File: config.mk
export PLATFORM = sky130hd
export DESIGN_NAME = inst_stream_feeder_flat
export DESIGN_NICKNAME = d
export VERILOG_FILES = /design/src/rtl/inst_stream_feeder_if.sv /design/src/rtl/inst_stream_feeder.sv /design/src/flat_wrapper.sv
export SDC_FILE = /design/constraint.sdc
export NUM_CORES = 1
export LEC_CHECK = 0
export CORE_UTILIZATION = 40
export CTS_BUF_LIST = sky130_fd_sc_hd__clkbuf_8
export CTS_CLUSTER_DIAMETER = 30
export DETAILED_ROUTE_END_ITERATION = 8
export RECOVER_POWER = 100
export SYNTH_ARGS = -nofsm -noshare
export SYNTH_HDL_FRONTEND = slang
export SYNTH_SLANG_ARGS = --single-unit
File: constraint.sdc
create_clock -name clk -period 5.91 [get_ports clk]
set_input_delay 0.591 -clock clk [delete_from_list [all_inputs] [get_ports clk]]
set_output_delay 0.591 -clock clk [all_outputs]
set_load 0.03 [all_outputs]
File: src/rtl/inst_stream_feeder_if.sv
`default_nettype none
// ============================================================================
// Module      : inst_stream_feeder_if
// Description : Bundles the load, control, redirect and playback signals of
//               the instruction stream feeder. The master modport is the
//               controlling side (bench / bring-up host); the slave modport
//               is the feeder itself.
// Ports       : load    - wr_en, wr_data, clear
//               control - mode, start, step, stall, abort
//               branch  - redirect_valid, redirect_off
//               output  - inst, inst_valid, pc, count, full, empty, busy,
//                         done, loop_cnt
// Revision    : 1.0 - initial release
// ============================================================================
interface inst_stream_feeder_if #(
  parameter int DATA_W = 16,
  parameter int ADDR_W = 5,
  parameter int OFF_W  = 8
);
  logic              wr_en;
  logic [DATA_W-1:0] wr_data;
  logic              clear;
  logic [1:0]        mode;
  logic              start;
  logic              step;
  logic              stall;
  logic              abort;
  logic              redirect_valid;
  logic [OFF_W-1:0]  redirect_off;
  logic [DATA_W-1:0] inst;
  logic              inst_valid;
  logic [ADDR_W-1:0] pc;
  logic [ADDR_W:0]   count;
  logic              full;
  logic              empty;
  logic              busy;
  logic              done;
  logic [15:0]       loop_cnt;

  modport master (
    output wr_en, wr_data, clear, mode, start, step, stall, abort,
           redirect_valid, redirect_off,
    input  inst, inst_valid, pc, count, full, empty, busy, done, loop_cnt
  );

  modport slave (
    input  wr_en, wr_data, clear, mode, start, step, stall, abort,
           redirect_valid, redirect_off,
    output inst, inst_valid, pc, count, full, empty, busy, done, loop_cnt
  );
endinterface
`default_nettype wire

File: src/rtl/inst_stream_feeder.sv
`default_nettype none
// ============================================================================
// Module      : inst_stream_feeder
// Description : Preloaded instruction buffer that replays up to DEPTH words
//               onto the CPU instruction input in run, single-step or loop
//               mode, honouring CPU stall and PC-relative redirects.
// Ports       : clk - rising-edge clock
//               rst - synchronous reset, active low
//               bus - inst_stream_feeder_if.slave (load, control, redirect
//                     inputs; inst/inst_valid/pc and status outputs)
// Revision    : 1.0 - initial release
// ============================================================================
module inst_stream_feeder #(
  parameter int                DATA_W   = 16,
  parameter int                DEPTH    = 32,
  parameter int                ADDR_W   = 5,
  parameter int                OFF_W    = 8,
  parameter logic [DATA_W-1:0] NOP_WORD = 16'h0800
) (
  input wire logic            clk,
  input wire logic            rst,
  inst_stream_feeder_if.slave bus
);

  typedef enum logic [1:0] {
    S_IDLE = 2'd0,
    S_RUN  = 2'd1,
    S_STEP = 2'd2,
    S_DONE = 2'd3
  } state_t;

  localparam logic [1:0]      c_MODE_STEP = 2'b01;
  localparam logic [1:0]      c_MODE_LOOP = 2'b10;
  localparam logic [ADDR_W:0] c_ONE       = (ADDR_W+1)'(1);
  localparam logic [ADDR_W:0] c_DEPTH     = (ADDR_W+1)'(DEPTH);
  // Redirect target width: wide enough for any pc plus any signed offset,
  // so the sum never wraps and an out-of-range target is always detected.
  localparam int              c_T_W       = ((ADDR_W > OFF_W) ? ADDR_W : OFF_W) + 2;

  logic [DATA_W-1:0] r_mem [DEPTH];

  state_t            r_state,    w_state_nxt;
  logic [DATA_W-1:0] r_inst,     w_inst_nxt;
  logic              r_valid,    w_valid_nxt;
  logic [ADDR_W-1:0] r_pc,       w_pc_nxt;
  logic [ADDR_W:0]   r_count,    w_count_nxt;
  logic [15:0]       r_loop_cnt, w_loop_nxt;
  logic [1:0]        r_mode,     w_mode_nxt;
  logic [ADDR_W-1:0] r_nidx,     w_nidx_nxt;   // next word to present in STEP

  logic              w_loadable;
  logic              w_full;
  logic              w_wr;
  logic [ADDR_W:0]   w_n;
  logic              w_n_end;
  logic [c_T_W-1:0]  w_t;
  logic              w_t_ok;
  logic              w_to_done;

  assign w_loadable = (r_state == S_IDLE) || (r_state == S_DONE);
  assign w_full     = (r_count == c_DEPTH);
  assign w_wr       = rst && w_loadable && bus.wr_en && !bus.clear && !w_full;

  // Sequential successor of the current word and the end-of-buffer test.
  assign w_n        = {1'b0, r_pc} + c_ONE;
  assign w_n_end    = (w_n == r_count);

  // Signed redirect target; negative values show up as a set top bit.
  assign w_t    = {{(c_T_W-ADDR_W){1'b0}}, r_pc}
                + {{(c_T_W-OFF_W){bus.redirect_off[OFF_W-1]}}, bus.redirect_off};
  assign w_t_ok = !w_t[c_T_W-1] && (w_t < {{(c_T_W-ADDR_W-1){1'b0}}, r_count});

  // Buffer RAM: write-only port, no reset (contents are don't-care).
  always_ff @(posedge clk) begin
    if (w_wr) begin
      r_mem[r_count[ADDR_W-1:0]] <= bus.wr_data;
    end
  end

  always_ff @(posedge clk) begin
    if (!rst) begin
      r_state    <= S_IDLE;
      r_inst     <= NOP_WORD;
      r_valid    <= 1'b0;
      r_pc       <= '0;
      r_count    <= '0;
      r_loop_cnt <= '0;
      r_mode     <= '0;
      r_nidx     <= '0;
    end else begin
      r_state    <= w_state_nxt;
      r_inst     <= w_inst_nxt;
      r_valid    <= w_valid_nxt;
      r_pc       <= w_pc_nxt;
      r_count    <= w_count_nxt;
      r_loop_cnt <= w_loop_nxt;
      r_mode     <= w_mode_nxt;
      r_nidx     <= w_nidx_nxt;
    end
  end

  always_comb begin
    w_state_nxt = r_state;
    w_inst_nxt  = r_inst;
    w_valid_nxt = r_valid;
    w_pc_nxt    = r_pc;
    w_count_nxt = r_count;
    w_loop_nxt  = r_loop_cnt;
    w_mode_nxt  = r_mode;
    w_nidx_nxt  = r_nidx;
    w_to_done   = 1'b0;

    if (w_loadable) begin
      if (bus.clear) begin
        w_count_nxt = '0;
      end else if (w_wr) begin
        w_count_nxt = r_count + c_ONE;
      end
    end

    case (r_state)
      S_IDLE, S_DONE: begin
        if (bus.start) begin
          w_loop_nxt = '0;
          w_mode_nxt = bus.mode;
          w_pc_nxt   = '0;
          w_nidx_nxt = '0;
          if (r_count == '0) begin
            w_to_done = 1'b1;
          end else if (bus.mode == c_MODE_STEP) begin
            w_state_nxt = S_STEP;
            w_inst_nxt  = NOP_WORD;
            w_valid_nxt = 1'b0;
          end else begin
            w_state_nxt = S_RUN;
            w_inst_nxt  = r_mem[0];
            w_valid_nxt = 1'b1;
          end
        end
      end

      S_RUN: begin
        if (bus.redirect_valid) begin
          if (w_t_ok) begin
            w_inst_nxt = r_mem[w_t[ADDR_W-1:0]];
            w_pc_nxt   = w_t[ADDR_W-1:0];
          end else begin
            w_to_done = 1'b1;
          end
        end else if (!bus.stall) begin
          if (!w_n_end) begin
            w_inst_nxt = r_mem[w_n[ADDR_W-1:0]];
            w_pc_nxt   = w_n[ADDR_W-1:0];
          end else if (r_mode == c_MODE_LOOP) begin
            // Wrap straight to word 0: no bubble between passes.
            w_inst_nxt = r_mem[0];
            w_pc_nxt   = '0;
            w_loop_nxt = r_loop_cnt + 16'd1;
          end else begin
            w_to_done = 1'b1;
          end
        end
      end

      S_STEP: begin
        if (r_valid) begin
          // A word is on the bus: it is consumed unless stalled.
          if (bus.redirect_valid) begin
            if (w_t_ok) begin
              w_inst_nxt = r_mem[w_t[ADDR_W-1:0]];
              w_pc_nxt   = w_t[ADDR_W-1:0];
            end else begin
              w_to_done = 1'b1;
            end
          end else if (!bus.stall) begin
            if (w_n_end) begin
              w_to_done = 1'b1;
            end else if (bus.step) begin
              w_inst_nxt = r_mem[w_n[ADDR_W-1:0]];
              w_pc_nxt   = w_n[ADDR_W-1:0];
            end else begin
              w_inst_nxt  = NOP_WORD;
              w_valid_nxt = 1'b0;
              w_nidx_nxt  = w_n[ADDR_W-1:0];
            end
          end
        end else if (bus.step && !bus.stall) begin
          w_inst_nxt  = r_mem[r_nidx];
          w_pc_nxt    = r_nidx;
          w_valid_nxt = 1'b1;
        end
      end

      default: begin
        w_state_nxt = S_IDLE;
      end
    endcase

    if (w_to_done) begin
      w_state_nxt = S_DONE;
      w_inst_nxt  = NOP_WORD;
      w_valid_nxt = 1'b0;
    end

    if (bus.abort) begin
      w_state_nxt = S_IDLE;
      w_inst_nxt  = NOP_WORD;
      w_valid_nxt = 1'b0;
    end
  end

  assign bus.inst       = r_inst;
  assign bus.inst_valid = r_valid;
  assign bus.pc         = r_pc;
  assign bus.count      = r_count;
  assign bus.full       = w_full;
  assign bus.empty      = (r_count == '0);
  assign bus.busy       = (r_state == S_RUN) || (r_state == S_STEP);
  assign bus.done       = (r_state == S_DONE);
  assign bus.loop_cnt   = r_loop_cnt;

endmodule
`default_nettype wire

File: src/flat_wrapper.sv
// flat-port wrapper written by rule: the top's interface ports become plain ports
module inst_stream_feeder_flat 
#(
  parameter int                DATA_W   = 16,
  parameter int                DEPTH    = 32,
  parameter int                ADDR_W   = 5,
  parameter int                OFF_W    = 8,
  parameter logic [DATA_W-1:0] NOP_WORD = 16'h0800
)
  (clk, rst, bus_wr_en, bus_wr_data, bus_clear, bus_mode, bus_start, bus_step, bus_stall, bus_abort, bus_redirect_valid, bus_redirect_off, bus_inst, bus_inst_valid, bus_pc, bus_count, bus_full, bus_empty, bus_busy, bus_done, bus_loop_cnt);
  inst_stream_feeder_if #(.DATA_W(DATA_W), .ADDR_W(ADDR_W), .OFF_W(OFF_W)) bus_i ();
  input wire logic clk;
  input wire logic rst;
  input wire logic [$bits(bus_i.wr_en)-1:0] bus_wr_en;
  input wire logic [$bits(bus_i.wr_data)-1:0] bus_wr_data;
  input wire logic [$bits(bus_i.clear)-1:0] bus_clear;
  input wire logic [$bits(bus_i.mode)-1:0] bus_mode;
  input wire logic [$bits(bus_i.start)-1:0] bus_start;
  input wire logic [$bits(bus_i.step)-1:0] bus_step;
  input wire logic [$bits(bus_i.stall)-1:0] bus_stall;
  input wire logic [$bits(bus_i.abort)-1:0] bus_abort;
  input wire logic [$bits(bus_i.redirect_valid)-1:0] bus_redirect_valid;
  input wire logic [$bits(bus_i.redirect_off)-1:0] bus_redirect_off;
  output wire logic [$bits(bus_i.inst)-1:0] bus_inst;
  output wire logic [$bits(bus_i.inst_valid)-1:0] bus_inst_valid;
  output wire logic [$bits(bus_i.pc)-1:0] bus_pc;
  output wire logic [$bits(bus_i.count)-1:0] bus_count;
  output wire logic [$bits(bus_i.full)-1:0] bus_full;
  output wire logic [$bits(bus_i.empty)-1:0] bus_empty;
  output wire logic [$bits(bus_i.busy)-1:0] bus_busy;
  output wire logic [$bits(bus_i.done)-1:0] bus_done;
  output wire logic [$bits(bus_i.loop_cnt)-1:0] bus_loop_cnt;
  assign bus_i.wr_en = bus_wr_en;
  assign bus_i.wr_data = bus_wr_data;
  assign bus_i.clear = bus_clear;
  assign bus_i.mode = bus_mode;
  assign bus_i.start = bus_start;
  assign bus_i.step = bus_step;
  assign bus_i.stall = bus_stall;
  assign bus_i.abort = bus_abort;
  assign bus_i.redirect_valid = bus_redirect_valid;
  assign bus_i.redirect_off = bus_redirect_off;
  assign bus_inst = bus_i.inst;
  assign bus_inst_valid = bus_i.inst_valid;
  assign bus_pc = bus_i.pc;
  assign bus_count = bus_i.count;
  assign bus_full = bus_i.full;
  assign bus_empty = bus_i.empty;
  assign bus_busy = bus_i.busy;
  assign bus_done = bus_i.done;
  assign bus_loop_cnt = bus_i.loop_cnt;
  inst_stream_feeder #(.DATA_W(DATA_W), .DEPTH(DEPTH), .ADDR_W(ADDR_W), .OFF_W(OFF_W), .NOP_WORD(NOP_WORD)) u_core (.clk(clk), .rst(rst), .bus(bus_i));
endmodule
==> metrics.csv, run 1 <==
metric,value,unit
min_period,5.08,ns
cts_buffers,131,
core_area,0.0789,mm2
critPathArrivalTime,5.74,ns
yosysTopAreaCell,edfxtp_1,
hp-class,primary input to flip-flop,
drtAntennaViolNets,0,
dp_hpwl,61400,um
syn_avg_cell_area,15.6,um2
critPathKind,flip-flop to flip-flop,
ys.flop_type,edfxtp_1,
grt_pass1_wl,164000,um
vdd_drop_max,0.000200,V
required,6.57,ns
first_pass_iters,6,
tightest_slew,2.55,ns
clock.fmax,197,MHz
cts_buffer_depth,3,
die_x,284,um
cts_tree,built,
setup_violations,0,
vias,22900,
crit_path_max_fanout,42,
path_buf_inv,3,
syn_area,0.0319,mm2
hold-path-cell-count,3,
path_cells,clkbuf_2 -> ha_4 -> xnor2_1 -> o311ai_0 -> or3_1 -> or2_1 -> buf_4 -> o21ai_2 -> and3b_1 -> buf_4 -> a22o_1 -> a31o_1,
ys_seq_area_frac,0.519,
cap_violations,28,
clkTransAtPathRegs,0.05,ns
finClkSkew,0.0468,ns
synth.distinct_cells,70,
finalHoldViolations,0,
route.detailed.drc,0,
crit_family,buffers and inverters,
pwr_density_cell,268,mW/mm2
cp-end-kind,flip-flop,
tns,0,ns
cts-htree-levels,4,
syn2layout_area_growth,15.6,%
viasPerCell,6.89,
cpMaxStageDelayCell,clkbuf_2,
crit_cells,12,
drv_slew,480,
grt_pass1_vias,22900,
cts_resized,0,
overflow,0,
grt_usage,0.285,
slew_headroom,-0.699,
cts.sinks,570,
root_buffer,clkbuf_8,
cpMostUsedCell,buf_4,
io-pin-count,83,
gp_congestion,0.865,
period_share,0.860,
run_status,finished with violations,
antenna_found_initial,8,
wl_per_cell,34.5,um
synth_edf_count,512,
rr_worst_depth,12,
initial_utilization,0.404,
rows,103,
p_leak,11.7,nW
synth_top_area_frac,0.482,
total_power,0.00988,W
synth_nets,2100,
port_buffers,82,
die_h,284,um
rsz0062_at_grt,no,
wirelength,115000,um
post_cts_buffers,0,
dieArea,0.0808,mm2
holdBufCountCts,0,
synthCells,2045,
violations,"capacitance limit, slew limit",
layout-drive-gt1-share,0.314,
yosys-top-cells-area,"edfxtp_1, mux4_2, dfxtp_1, nand2_1, mux2i_1",
critPathMaxStageDelay,1.20,ns
fin_nets,2223,
ys_seq_elements,570,
clkLatencyLatePin,0.80,ns
grt_max_degree,108,
dr.first_iter.drc_count,3319,
cp-start-kind,flip-flop,
postSynth.asyncResetShare,0,
yosys_warnings,0,
-- worst paths after layout --
kind         slack [ns]              from                 end
max                0.83  u_core.bus.pc[0]  u_core.bus.inst[1]
min                0.40       bus_mode[1]    u_core.r_mode[1]
max reg2reg        0.83  u_core.bus.pc[0]  u_core.bus.inst[1]
min reg2reg        0.49  u_core.r_mode[1]    u_core.r_mode[1]
-- metrics by stage --
step                      setup slack (ns)  hold WS (ns)   util  std cells  instance area, um2
after CTS                             1.48         0.352  0.470       3325               37000
after global routing                 0.624         0.420  0.467       3327               36800
after global placement                1.13         0.467  0.434       3085               34200
after detailed placement              1.17         0.478  0.434       3085               34200
final                                0.825         0.404  0.467       3329               36800
after floorplan                       1.60         0.452      -       2045               31900
-- cell type report --
class,instances,area (um2)
Multi-Input combinational cell,1270,14700
Sequential cell,570,16500
Clock buffer,135,1860
Clock inverter,105,983
Inverter,33,124
Fill cell,6863,42000
Timing Repair Buffer,162,1360
Tap cell,1050,1310
Antenna cell,4,10.0
-- metal layers --
metal,track usage,vias up,wire [um]
met2,0.425,1954,51200
met1,0.378,11800,42100
met5,0,-,0
met4,0.133,0,5490
li1,-,8800,-
met3,0.0924,348,16200
-- placed cells by master (no fill, tap or decap), drive strengths merged, types with 9 or more instances in the layout --
master,count
edfxtp,512
mux4,416
nand2,230
clkbuf,175
nor2,78
dlygate4sd3,64
o21ai,63
inv,60
dfxtp,58
a21oi,56
mux2i,50
clkinv,43
nand4,40
buf,40
nand3,38
and2,26
o22ai,24
or3,22
clkinvlp,20
ha,19
a41oi,18
clkdlybuf4s50,18
xnor2,17
a2111oi,16
a22o,16
a31o,16
a22oi,15
bufinv,15
xor2,13
o211ai,12
nand2b,11
nor3,9
-- kinds of logic after synthesis --
group,after synthesis,share of synthesized area
xor gates and xnor gates,30,0.00907
AOI/OAI and AO/OA,272,0.0579
buffers and inverters,205,0.0268
DFF,570,0.519
muxes,469,0.311
and+or+nand+nor,479,0.0688
adders and majority gates,20,0.00809
-- state kept, by name, summed over array words and instances (netlist names), named ones only --
register / cells
u_core.bus.inst: 16
u_core.bus.loop_cnt: 16
u_core.r_mem: 512
u_core.bus.pc: 5
u_core.r_state: 2
u_core.r_mode: 2
u_core.bus.inst_valid: 1
u_core.r_nidx: 5
u_core.bus.count: 6
-- Yosys cell counts, types with 16 or more instances --
cell type,instances
mux4_2,416
buf_1,18
a2111oi_0,16
mux2i_1,50
a22o_1,16
nor2_1,76
dfxtp_1,58
inv_1,30
o21ai_0,59
or3_1,22
edfxtp_1,512
xnor2_1,16
buf_2,51
a21oi_1,56
nand3_1,37
ha_1,19
and2_1,23
nand2_1,230
clkbuf_1,98
nand4_1,40
o22ai_1,24
a41oi_1,18
-- report_power, final --
group          total [W]  switching, W  leakage (nW)  internal (W)
Combinational   0.000588      0.000375          5.12      0.000214
Clock            0.00488       0.00204          1.46       0.00284
Sequential       0.00441     0.0000110          5.07       0.00440
-- tightest hold or removal path: stages --
cell             delay, ns
clkdlybuf4s50_1       0.41
nand2_1               0.06
a21boi_0              0.06
Note: power is estimated with default switching activity, not from simulation.
==> run 2, diff against run 1 <==
--- a/config.mk
+++ b/config.mk
@@ -5,10 +5,11 @@
 export SDC_FILE = /design/constraint.sdc
 export NUM_CORES = 1
 export LEC_CHECK = 0
-export CORE_UTILIZATION = 40
+export CORE_UTILIZATION = 35
 export CTS_BUF_LIST = sky130_fd_sc_hd__clkbuf_8
 export CTS_CLUSTER_DIAMETER = 30
 export DETAILED_ROUTE_END_ITERATION = 8
+export GPL_TIMING_DRIVEN = 1
 export RECOVER_POWER = 100
 export SYNTH_ARGS = -nofsm -noshare
 export SYNTH_HDL_FRONTEND = slang
==> metrics.csv, run 2 (same netlist as run 1, synthesis figures left out) <==
metric,value,unit
dieArea,0.0923,mm2
crit_family,adder cells,
drv_slew,489,
core_area,0.0901,mm2
tightest_slew,2.47,ns
hp-class,primary input to flip-flop,
route.detailed.drc,0,
period_share,0.859,
cts_buffers,141,
path_cells,ha_1 -> xnor2_1 -> o311ai_0 -> or3_1 -> or2_0 -> clkbuf_2 -> a211oi_1 -> a311o_1 -> and2_1 -> o2bb2ai_1,
required,6.61,ns
overflow,0,
slew_headroom,-0.646,
tns,0,ns
grt_usage,0.242,
crit_cells,10,
grt_pass1_vias,23200,
dp_hpwl,65000,um
root_buffer,clkbuf_8,
wirelength,112000,um
setup_violations,0,
grt_pass1_wl,161000,um
vias,22800,
comb_power_share,0.057,
gp_congestion,0.863,
drtAntennaViolNets,0,
first_pass_iters,6,
rsz0062_at_grt,no,
holdBufCountCts,0,
critPathArrivalTime,5.78,ns
die_x,304,um
cts_buffer_depth,3,
clkTransAtPathRegs,0.05,ns
cp-start-kind,flip-flop,
critPathKind,flip-flop to flip-flop,
swShare,0.235,
dr.first_iter.drc_count,3208,
cap_violations,27,
rr_startpoint,u_core.bus.pc[1],
vdd_drop_max,0.000177,V
die_h,304,um
n_fill_cell,7960,
final_cell_mix,"edfxtp_1, mux4_2, nand2_1",
critPathMaxStageDelay,1.93,ns
fin_nets,2243,
total_power,0.0102,W
p_leak,11.9,nW
seqPwrFrac,0.432,
path_buf_inv,1,
crit_path_max_fanout,37,
hold-path-cell-count,3,
rr_worst_depth,10,
viasPerCell,6.54,
cp-end-kind,flip-flop,
p_int,0.00781,W
port_buffers,82,
cpMaxStageDelayCell,ha_1,
pwr_density_cell,273,mW/mm2
largest_reg_flops,512,
critPathLaunch,u_core.bus.pc[1],
clkLatencyLatePin,0.82,ns
initial_utilization,0.354,
grt_max_degree,101,
run_status,finished with violations,
clock.fmax,197,MHz
antenna_found_initial,12,
cts.sinks,570,
io-pin-count,83,
finClkSkew,0.0465,ns
final_area,0.0374,mm2
final_common_cell,edfxtp_1,
violations,"capacitance limit, slew limit",
layout-drive-gt1-share,0.319,
min_period,5.08,ns
cts_resized,0,
dpl_cell_area,0.0344,mm2
rows,110,
post_cts_buffers,0,
min_from,bus_mode[1],
finalHoldViolations,0,
wl_per_cell,32.2,um
pwr-share-clk,0.510,
syn2layout_area_growth,17.2,%
p_switching,0.00240,W
cts-htree-levels,4,
cts_tree,built,
==> run 2: cell types whose count changed in the layout (fill, tap and decap cells not counted), moves of 4 or more <==
cell	before	now
inv_1	46	52
inv_6	7	2
bufinv_16	15	19
clkbuf_8	135	148
clkinvlp_4	20	11
buf_4	33	46
clkbuf_1	39	35
diode_2	4	8
==> run 2: path summary, 6_finish.rpt <==
path	endpoint	slack, ns
worst min-delay path	u_core.r_mode[1]	0.41
worst min register to register	u_core.r_mode[1]	0.49
worst max-delay path	u_core.bus.pc[2]	0.83
worst max register to register	u_core.bus.pc[2]	0.83
==> run 2: routing by layer <==
metal	vias up	GRT usage	wire length, um
met5	-	0	52
met2	1859	0.371	51200
met3	365	0.0858	15500
met1	11700	0.301	39700
met4	8	0.129	5550
li1	8849	-	-
==> run 2: layout make-up <==
class	instances	area, um2	share of cell area
Sequential cell	570	16500	0.443
Multi-Input combinational cell	1270	14600	0.391
Clock buffer	148	2040	0.0545
Tap cell	1176	1470	0.0394
Timing Repair Buffer	172	1460	0.0391
Clock inverter	105	1070	0.0287
Inverter	33	124	0.00332
Antenna cell	8	20.0	0.000536
==> run 2: through the flow <==
step                      std cells   util  setup slack [ns]  hold slack [ns]
after global routing           3475  0.414             0.570            0.422
final                          3482  0.414             0.831            0.405
after floorplan                2045      -              1.60            0.452
after CTS                      3474  0.416              1.45            0.361
after global placement         3221  0.382              1.09            0.470
after detailed placement       3221  0.382              1.01            0.478
==> run 2: worst reg2reg max path: stages (launching register included) <==
cell and delay [ns]:
dfxtp_1 0.42, ha_1 1.94, xnor2_1 0.24, o311ai_0 0.19
or3_1 0.42, or2_0 0.27, clkbuf_2 0.55, a211oi_1 0.42
a311o_1 0.16, and2_1 0.25, o2bb2ai_1 0.15
==> run 2: power groups by stage <==
| stage | Combinational (W) | Sequential [W] | Clock (W) |
|---|---|---|---|
| 3_5_place_dp | 0.000579 | 0.00449 | 0 |
| 6_report | 0.000585 | 0.00441 | 0.00521 |
| 2_1_floorplan | 0.000343 | 0.00449 | 0 |
| 4_1_cts | 0.000581 | 0.00442 | 0.00528 |
| 3_3_place_gp | 0.000570 | 0.00449 | 0 |
| 5_1_grt | 0.000618 | 0.00441 | 0.00547 |
